$ cat src/rtl/axis_telemetry_framer.sv
// -----------------------------------------------------------------------------
// axis_telemetry_framer
//
// Wraps each 8-bit AXI-Stream packet from the telemetry logger into a frame:
//   SYNC_BYTE, SEQ, payload (kept bytes only), LEN [, CRC-8]
// so the host can resynchronise, spot lost frames by sequence gaps and check
// payload length. Packets longer than MAX_PAYLOAD kept bytes are split: the
// frame is closed early, overrun_o pulses, and the remaining bytes open the
// next frame.
//
// The only storage is one registered output stage. Backpressure from m_tready
// reaches s_tready combinationally; nothing on the slave side feeds m_tvalid
// without passing through a register.
//
// Build option:
//   TELEMETRY_CRC_EN  when defined, a CRC-8 trailer (poly 0x07, init 0x00,
//                     no reflection, no final XOR) over the kept payload bytes
//                     follows LEN and carries m_tlast. When undefined there is
//                     no CRC state at all and m_tlast sits on LEN.
//
// Parameters:
//   SYNC_BYTE    first byte of every frame
//   MAX_PAYLOAD  kept payload bytes per frame before forced termination (1..255)
//
// Ports:
//   clock      single clock domain
//   reset_n    asynchronous active-low reset
//   enable_i   allows a new frame to start (looked at only while idle)
//   s_tvalid   logger byte valid
//   s_tready   framer accepts logger byte (only while in the payload phase)
//   s_tlast    last byte of logger packet
//   s_tkeep    byte qualifier, 0 = discard byte
//   s_tdata    logger byte
//   m_tvalid   framed byte valid
//   m_tready   downstream accept
//   m_tlast    final byte of frame
//   m_tkeep    constant 1
//   m_tdata    framed byte
//   seq_o      sequence number of the next frame
//   overrun_o  one-cycle pulse when a frame is cut at MAX_PAYLOAD
// -----------------------------------------------------------------------------
`timescale 1ns/1ps

module axis_telemetry_framer #(
  parameter logic [7:0] SYNC_BYTE   = 8'hA5,
  parameter int         MAX_PAYLOAD = 64
) (
  input  logic       clock,
  input  logic       reset_n,
  input  logic       enable_i,
  input  logic       s_tvalid,
  output logic       s_tready,
  input  logic       s_tlast,
  input  logic       s_tkeep,
  input  logic [7:0] s_tdata,
  output logic       m_tvalid,
  input  logic       m_tready,
  output logic       m_tlast,
  output logic       m_tkeep,
  output logic [7:0] m_tdata,
  output logic [7:0] seq_o,
  output logic       overrun_o
);

  localparam int PBITS = $clog2(MAX_PAYLOAD + 1);

`ifdef TELEMETRY_CRC_EN
  typedef enum logic [2:0] {
    ST_IDLE = 3'd0,
    ST_SYNC = 3'd1,
    ST_SEQ  = 3'd2,
    ST_DATA = 3'd3,
    ST_LEN  = 3'd4,
    ST_CRC  = 3'd5
  } state_t;
`else
  typedef enum logic [2:0] {
    ST_IDLE = 3'd0,
    ST_SYNC = 3'd1,
    ST_SEQ  = 3'd2,
    ST_DATA = 3'd3,
    ST_LEN  = 3'd4
  } state_t;
`endif

  state_t             state;
  logic [7:0]         seq;
  logic [PBITS-1:0]   pcnt;
  logic [PBITS-1:0]   pcnt_inc;
  logic               load;
  logic               at_max;
  logic               overrun_p1;

  // Output register stage
  logic               vld_p1;
  logic [7:0]         data_p1;
  logic               last_p1;

`ifdef TELEMETRY_CRC_EN
  logic [7:0]         crc;

  // One byte of CRC-8, MSB first, polynomial x^8 + x^2 + x + 1.
  function automatic logic [7:0] crc8_next(input logic [7:0] crc_in,
                                           input logic [7:0] din);
    logic [7:0] c;
    c = crc_in ^ din;
    for (int i = 0; i < 8; i++) begin
      c = c[7] ? ((c << 1) ^ 8'h07) : (c << 1);
    end
    return c;
  endfunction
`endif

  // The output register can take a new byte when it is empty or is being
  // drained this cycle; every state advance is gated by this.
  assign load     = !vld_p1 || m_tready;
  assign s_tready = (state == ST_DATA) && load;

  assign pcnt_inc = pcnt + 1'b1;
  // Only a kept byte can fill the frame.
  assign at_max   = s_tkeep && (pcnt_inc == PBITS'(MAX_PAYLOAD));

  always_ff @(posedge clock or negedge reset_n) begin
    if (!reset_n) begin
      state      <= ST_IDLE;
      seq        <= 8'h00;
      pcnt       <= '0;
      overrun_p1 <= 1'b0;
      vld_p1     <= 1'b0;
      data_p1    <= 8'h00;
      last_p1    <= 1'b0;
`ifdef TELEMETRY_CRC_EN
      crc        <= 8'h00;
`endif
    end else begin
      overrun_p1 <= 1'b0;
      // A byte leaving the register empties it unless a state below refills it.
      if (load) begin
        vld_p1 <= 1'b0;
      end

      case (state)
        ST_IDLE: begin
          if (s_tvalid && enable_i) begin
            state <= ST_SYNC;
          end
        end

        ST_SYNC: begin
          if (load) begin
            vld_p1  <= 1'b1;
            data_p1 <= SYNC_BYTE;
            last_p1 <= 1'b0;
            state   <= ST_SEQ;
          end
        end

        ST_SEQ: begin
          if (load) begin
            vld_p1  <= 1'b1;
            data_p1 <= seq;
            last_p1 <= 1'b0;
            state   <= ST_DATA;
          end
        end

        ST_DATA: begin
          if (load && s_tvalid) begin
            if (s_tkeep) begin
              vld_p1  <= 1'b1;
              data_p1 <= s_tdata;
              last_p1 <= 1'b0;
              pcnt    <= pcnt_inc;
`ifdef TELEMETRY_CRC_EN
              crc     <= crc8_next(crc, s_tdata);
`endif
            end
            if (s_tlast || at_max) begin
              state <= ST_LEN;
            end
            // A cut without tlast leaves the rest of the packet for the next frame.
            overrun_p1 <= at_max && !s_tlast;
          end
        end

        ST_LEN: begin
          if (load) begin
            vld_p1  <= 1'b1;
            data_p1 <= 8'(pcnt);
`ifdef TELEMETRY_CRC_EN
            last_p1 <= 1'b0;
            state   <= ST_CRC;
`else
            last_p1 <= 1'b1;
            seq     <= seq + 8'd1;
            pcnt    <= '0;
            state   <= ST_IDLE;
`endif
          end
        end

`ifdef TELEMETRY_CRC_EN
        ST_CRC: begin
          if (load) begin
            vld_p1  <= 1'b1;
            data_p1 <= crc;
            last_p1 <= 1'b1;
            seq     <= seq + 8'd1;
            pcnt    <= '0;
            crc     <= 8'h00;
            state   <= ST_IDLE;
          end
        end
`endif

        default: begin
          state <= ST_IDLE;
        end
      endcase
    end
  end

  assign m_tvalid  = vld_p1;
  assign m_tdata   = data_p1;
  assign m_tlast   = last_p1;
  assign m_tkeep   = 1'b1;
  assign seq_o     = seq;
  assign overrun_o = overrun_p1;

endmodule
$ cat config.mk
export PLATFORM = sky130hd
export DESIGN_NAME = axis_telemetry_framer
export DESIGN_NICKNAME = d
export VERILOG_FILES = /design/src/rtl/axis_telemetry_framer.sv
export SDC_FILE = /design/constraint.sdc
export NUM_CORES = 1
export LEC_CHECK = 0
export CELL_PAD_IN_SITES_DETAIL_PLACEMENT = 0
export CELL_PAD_IN_SITES_GLOBAL_PLACEMENT = 2
export CORE_MARGIN = 3
export CORE_UTILIZATION = 33
export CTS_BUF_LIST = sky130_fd_sc_hd__clkbuf_4 sky130_fd_sc_hd__clkbuf_8 sky130_fd_sc_hd__clkbuf_16
export DETAILED_ROUTE_END_ITERATION = 16
export PLACE_DENSITY = 0.86
export SETUP_SLACK_MARGIN = 0.02
export SLEW_MARGIN = 25
export SYNTH_ARGS = -nofsm -noshare
export SYNTH_HDL_FRONTEND = slang
export SYNTH_SLANG_ARGS = --single-unit
$ cat constraint.sdc
create_clock -name clock -period 4.2 [get_ports clock]
set_clock_uncertainty 0.1 [all_clocks]
set_input_delay 0.84 -clock clock [delete_from_list [all_inputs] [get_ports clock]]
set_output_delay 0.84 -clock clock [all_outputs]
set_load 0.02 [all_outputs]
==> flow_metrics.tcl <==
set metrics [dict create \
    outcome "completed" \
    number_of_global_route_vias_before_repair 1303 \
    data_arrival_time_of_the_critical_path_ns 2.32 \
    synth.avg_cell_area_sq_um 10.1 \
    detail_route.drc_violations 0 \
    yosys_register_bits 29 \
    timing.slew.headroom 0.550 \
    asyncSetResetFlopFracSynth 1.00 \
    max_freq_mhz 306 \
    min_from "seq_o[7]$_DFFE_PN0P_" \
    vdd.ir_drop.worst_mv 0.283 \
    finalCriticalPeriod_ns 3.26 \
    routed_via_density 5.26 \
    number_of_nets_with_antenna_violations_after_routing 0 \
    fillers 453 \
    die_y_um 75.6 \
    die_area_sq_um 5720 \
    routed-via-count 1299 \
    dp.cells 239 \
    cp.required_ns 3.26 \
    finalCritPeriodShare 0.777 \
    synth.cell_area_sq_um 1600 \
    critical_path_class "in -> out" \
    synthTopCellsByArea "sky130_fd_sc_hd__dfrtp_1 45%, sky130_fd_sc_hd__mux2_2 6.3%, sky130_fd_sc_hd__mux2i_1 5.0%" \
    netlist.area_leader.share 0.454 \
    total_power_mw 1.25 \
    min_delay_worst_endpoint "seq_o[7]$_DFFE_PN0P_" \
    cts_sinks 29 \
    synth.yosys.warnings 0 \
    instance_count_of_the_mapped_netlist 158 \
    floorplan.core_area_sq_um 4500 \
    setup_repair_after_global_routing_missed_its_margin "false" \
    path_cells "clkdlybuf4s50_1 -> nor2b_1 -> buf_4 -> nor2_1 -> clkdlybuf4s50_1" \
    setup.worst_path.end_class "output pin" \
    grt_first_pass_wirelength_um 6200 \
    nNetsFinal 212 \
    post-cts-setup-buffers 0 \
    place_congestion 0.789 \
    final-hold-violation-count 0 \
    dp.final_hpwl_um 2800 \
    whs_path_depth 1 \
    die_w_um 75.6 \
    ctsRootBufferMaster "sky130_fd_sc_hd__clkbuf_8" \
    fp-row-count 24 \
    startpoint_type "input pin" \
    power.leakage_nw 0.873 \
    slowest_delay_ns 0.63 \
    drt-total-wl_um 3770 \
    maxCapViolations 0 \
    dr.first_iter.drc_count 73 \
    final_max_slew_viol_count 0 \
    grt_remaining_overflow 0 \
    cellPowerDensity_nw_per_um2 606 \
    worst-slew-pin-transition_ns 0.675 \
    cts-resized-gates 0 \
    stdcell_count 247 \
    portBuffers 34 \
    cts_hold_buffers 0 \
    initial_core_util 0.355 \
    cts_buffer_depth 2 \
    setup_total_negative_slack_ns 0 \
    antenna_found_initial 0 \
    synth_sequential_area_ratio 0.454 \
    number_of_synthesized_flops_with_an_enable_pin 0 \
    insertedDiodeCount 0 \
    min-delay-path-class "reg -> reg" \
    wl_per_cell_um 15.3 \
    worstReg2RegEnd "m_tdata[0]$_DFFE_PN0P_" \
    rr_worst_depth 5 \
    synth_largest_area_cell "sky130_fd_sc_hd__dfrtp_1" \
    crit_fanout 9 \
    grt_start_max_net_pins 30 \
    clock_tree.htree_level_count 2 \
    number_of_distinct_standard_cells_referenced_by_the_synthesized_netlist 41 \
    rr_startpoint "state[0]$_DFFE_PN0P_" \
    drive_above_1_share 0.133 \
    detailedRoute.firstPassIterationCount 4 \
    critical_path.slowest_cell "sky130_fd_sc_hd__clkdlybuf4s50_1" \
    worst_setup_hold_path_clk_slew_ns 0.06 \
    mappedNetlistNets 176 \
    cts_buffers 5 \
    synth_top_flop_cell "sky130_fd_sc_hd__dfrtp_1" \
    layout-area-overhead-vs-synth_pct 28.8 \
    io-pin-count 36 \
    setup_violations 0 \
    tritoncts "yes" \
    reg2reg_slack_ns 1.84 \
    critical_path.most_common_cell "sky130_fd_sc_hd__clkdlybuf4s50_1" \
    clk_latency_ns 0.28 \
    globalRouteTotalUtil 0.147 \
]
==> where the power goes <==
| part | internal [mW] | total, mW | switching, mW |
|---|---|---|---|
| registers | 0.362 | 0.472 | 0.109 |
| clock network | 0.137 | 0.239 | 0.102 |
| logic | 0.275 | 0.538 | 0.263 |
==> registers in the layout, summed over array words and instances, names as in the netlist <==
name / cells
m_tdata: 8
m_tlast: 1
m_tvalid: 1
overrun_o: 1
pcnt: 7
seq_o: 8
state: 3
==> area by class of cell <==
cell class | count | area [sq um] | area share
timing repair buffer | 36 | 355 | 0.173
tap | 52 | 65.1 | 0.0316
sequential | 29 | 726 | 0.352
clock buffer | 8 | 91.3 | 0.0443
multi-input combinational | 122 | 822 | 0.399
==> cell families after synthesis <==
family | share of synthesized area
buffers and inverters | 0.0321
adders and majority gates | 0.0235
DFF | 0.454
xor gates and xnor gates | 0.0438
other | 0.00235
and+or+nand+nor | 0.200
AOI/OAI and AO/OA | 0.131
muxes | 0.113
==> metrics by stage <==
step	utilization	hold WS [ns]	area [sq um]	setup slack [ns]
after floorplan	-	0.399	1600	1.89
after global placement	0.437	0.389	1970	0.977
after detailed placement	0.437	0.395	1970	0.934
after CTS	0.457	0.412	2060	0.921
after global routing	0.457	0.429	2060	0.850
final	0.457	0.401	2060	0.936
==> cells in the mapped netlist (2+ instances only) <==
cell and number:
sky130_fd_sc_hd__o21ai_0 14, sky130_fd_sc_hd__buf_2 2, sky130_fd_sc_hd__nand3_2 2, sky130_fd_sc_hd__a21oi_1 8
sky130_fd_sc_hd__o31ai_1 3, sky130_fd_sc_hd__ha_1 3, sky130_fd_sc_hd__nand2b_1 3, sky130_fd_sc_hd__nand2_1 15
sky130_fd_sc_hd__and2_1 3, sky130_fd_sc_hd__nor2b_1 2, sky130_fd_sc_hd__nand4_1 3, sky130_fd_sc_hd__mux2_2 9
sky130_fd_sc_hd__and3_1 2, sky130_fd_sc_hd__o22ai_1 2, sky130_fd_sc_hd__buf_4 2, sky130_fd_sc_hd__nor2_1 11
sky130_fd_sc_hd__xnor2_1 5, sky130_fd_sc_hd__o21ai_1 4, sky130_fd_sc_hd__mux2i_1 8, sky130_fd_sc_hd__xor2_1 3
sky130_fd_sc_hd__buf_6 2, sky130_fd_sc_hd__dfrtp_1 29, sky130_fd_sc_hd__nand3_1 5
==> cells in the final DEF (no fill, tap or decap), types with 2 or more instances in the layout <==
master	netlist	final
sky130_fd_sc_hd__clkdlybuf4s50_1	0	34
sky130_fd_sc_hd__mux2i_1	8	8
sky130_fd_sc_hd__dfrtp_1	29	29
sky130_fd_sc_hd__nand3_1	5	5
sky130_fd_sc_hd__clkbuf_8	0	5
sky130_fd_sc_hd__o21ai_1	4	4
sky130_fd_sc_hd__xnor2_1	5	5
sky130_fd_sc_hd__nand2b_1	3	3
sky130_fd_sc_hd__clkbuf_4	0	3
sky130_fd_sc_hd__nor2b_1	2	2
sky130_fd_sc_hd__ha_1	3	3
sky130_fd_sc_hd__nand4_1	3	3
sky130_fd_sc_hd__o31ai_1	3	3
sky130_fd_sc_hd__o21ai_0	14	14
sky130_fd_sc_hd__xor2_1	3	3
sky130_fd_sc_hd__nor2_1	11	11
sky130_fd_sc_hd__o22ai_1	2	2
sky130_fd_sc_hd__a21oi_1	8	8
sky130_fd_sc_hd__and3_1	2	2
sky130_fd_sc_hd__mux2_2	9	9
sky130_fd_sc_hd__nand2_1	15	15
sky130_fd_sc_hd__nand3_2	2	2
sky130_fd_sc_hd__buf_4	2	2
sky130_fd_sc_hd__and2_1	3	3
==> worst max-delay path, delay by kind of cell <==
kind	cells	cell delay (ns)
buffers and inverters	3	1.27
AND/OR/NAND/NOR	2	0.21
==> layer usage <==
metal  track usage  vias up  part of all wire
met5             0        -                 0
met4        0.0699        0             0.019
met3        0.0396        7             0.052
met2         0.223       33              0.45
met1         0.194      626              0.48
li1              -      633                 -
==> worst max path at each step <==
stage                  start        to  slack, ns  cells after the start
floorplan           m_tready  s_tready       1.89                      3
global placement    m_tready  s_tready       0.98                      5
detailed placement  m_tready  s_tready       0.93                      5
CTS                 m_tready  s_tready       0.92                      5
global route        m_tready  s_tready       0.85                      5
finish              m_tready  s_tready       0.94                      5
(Power assumes the default switching activity.)
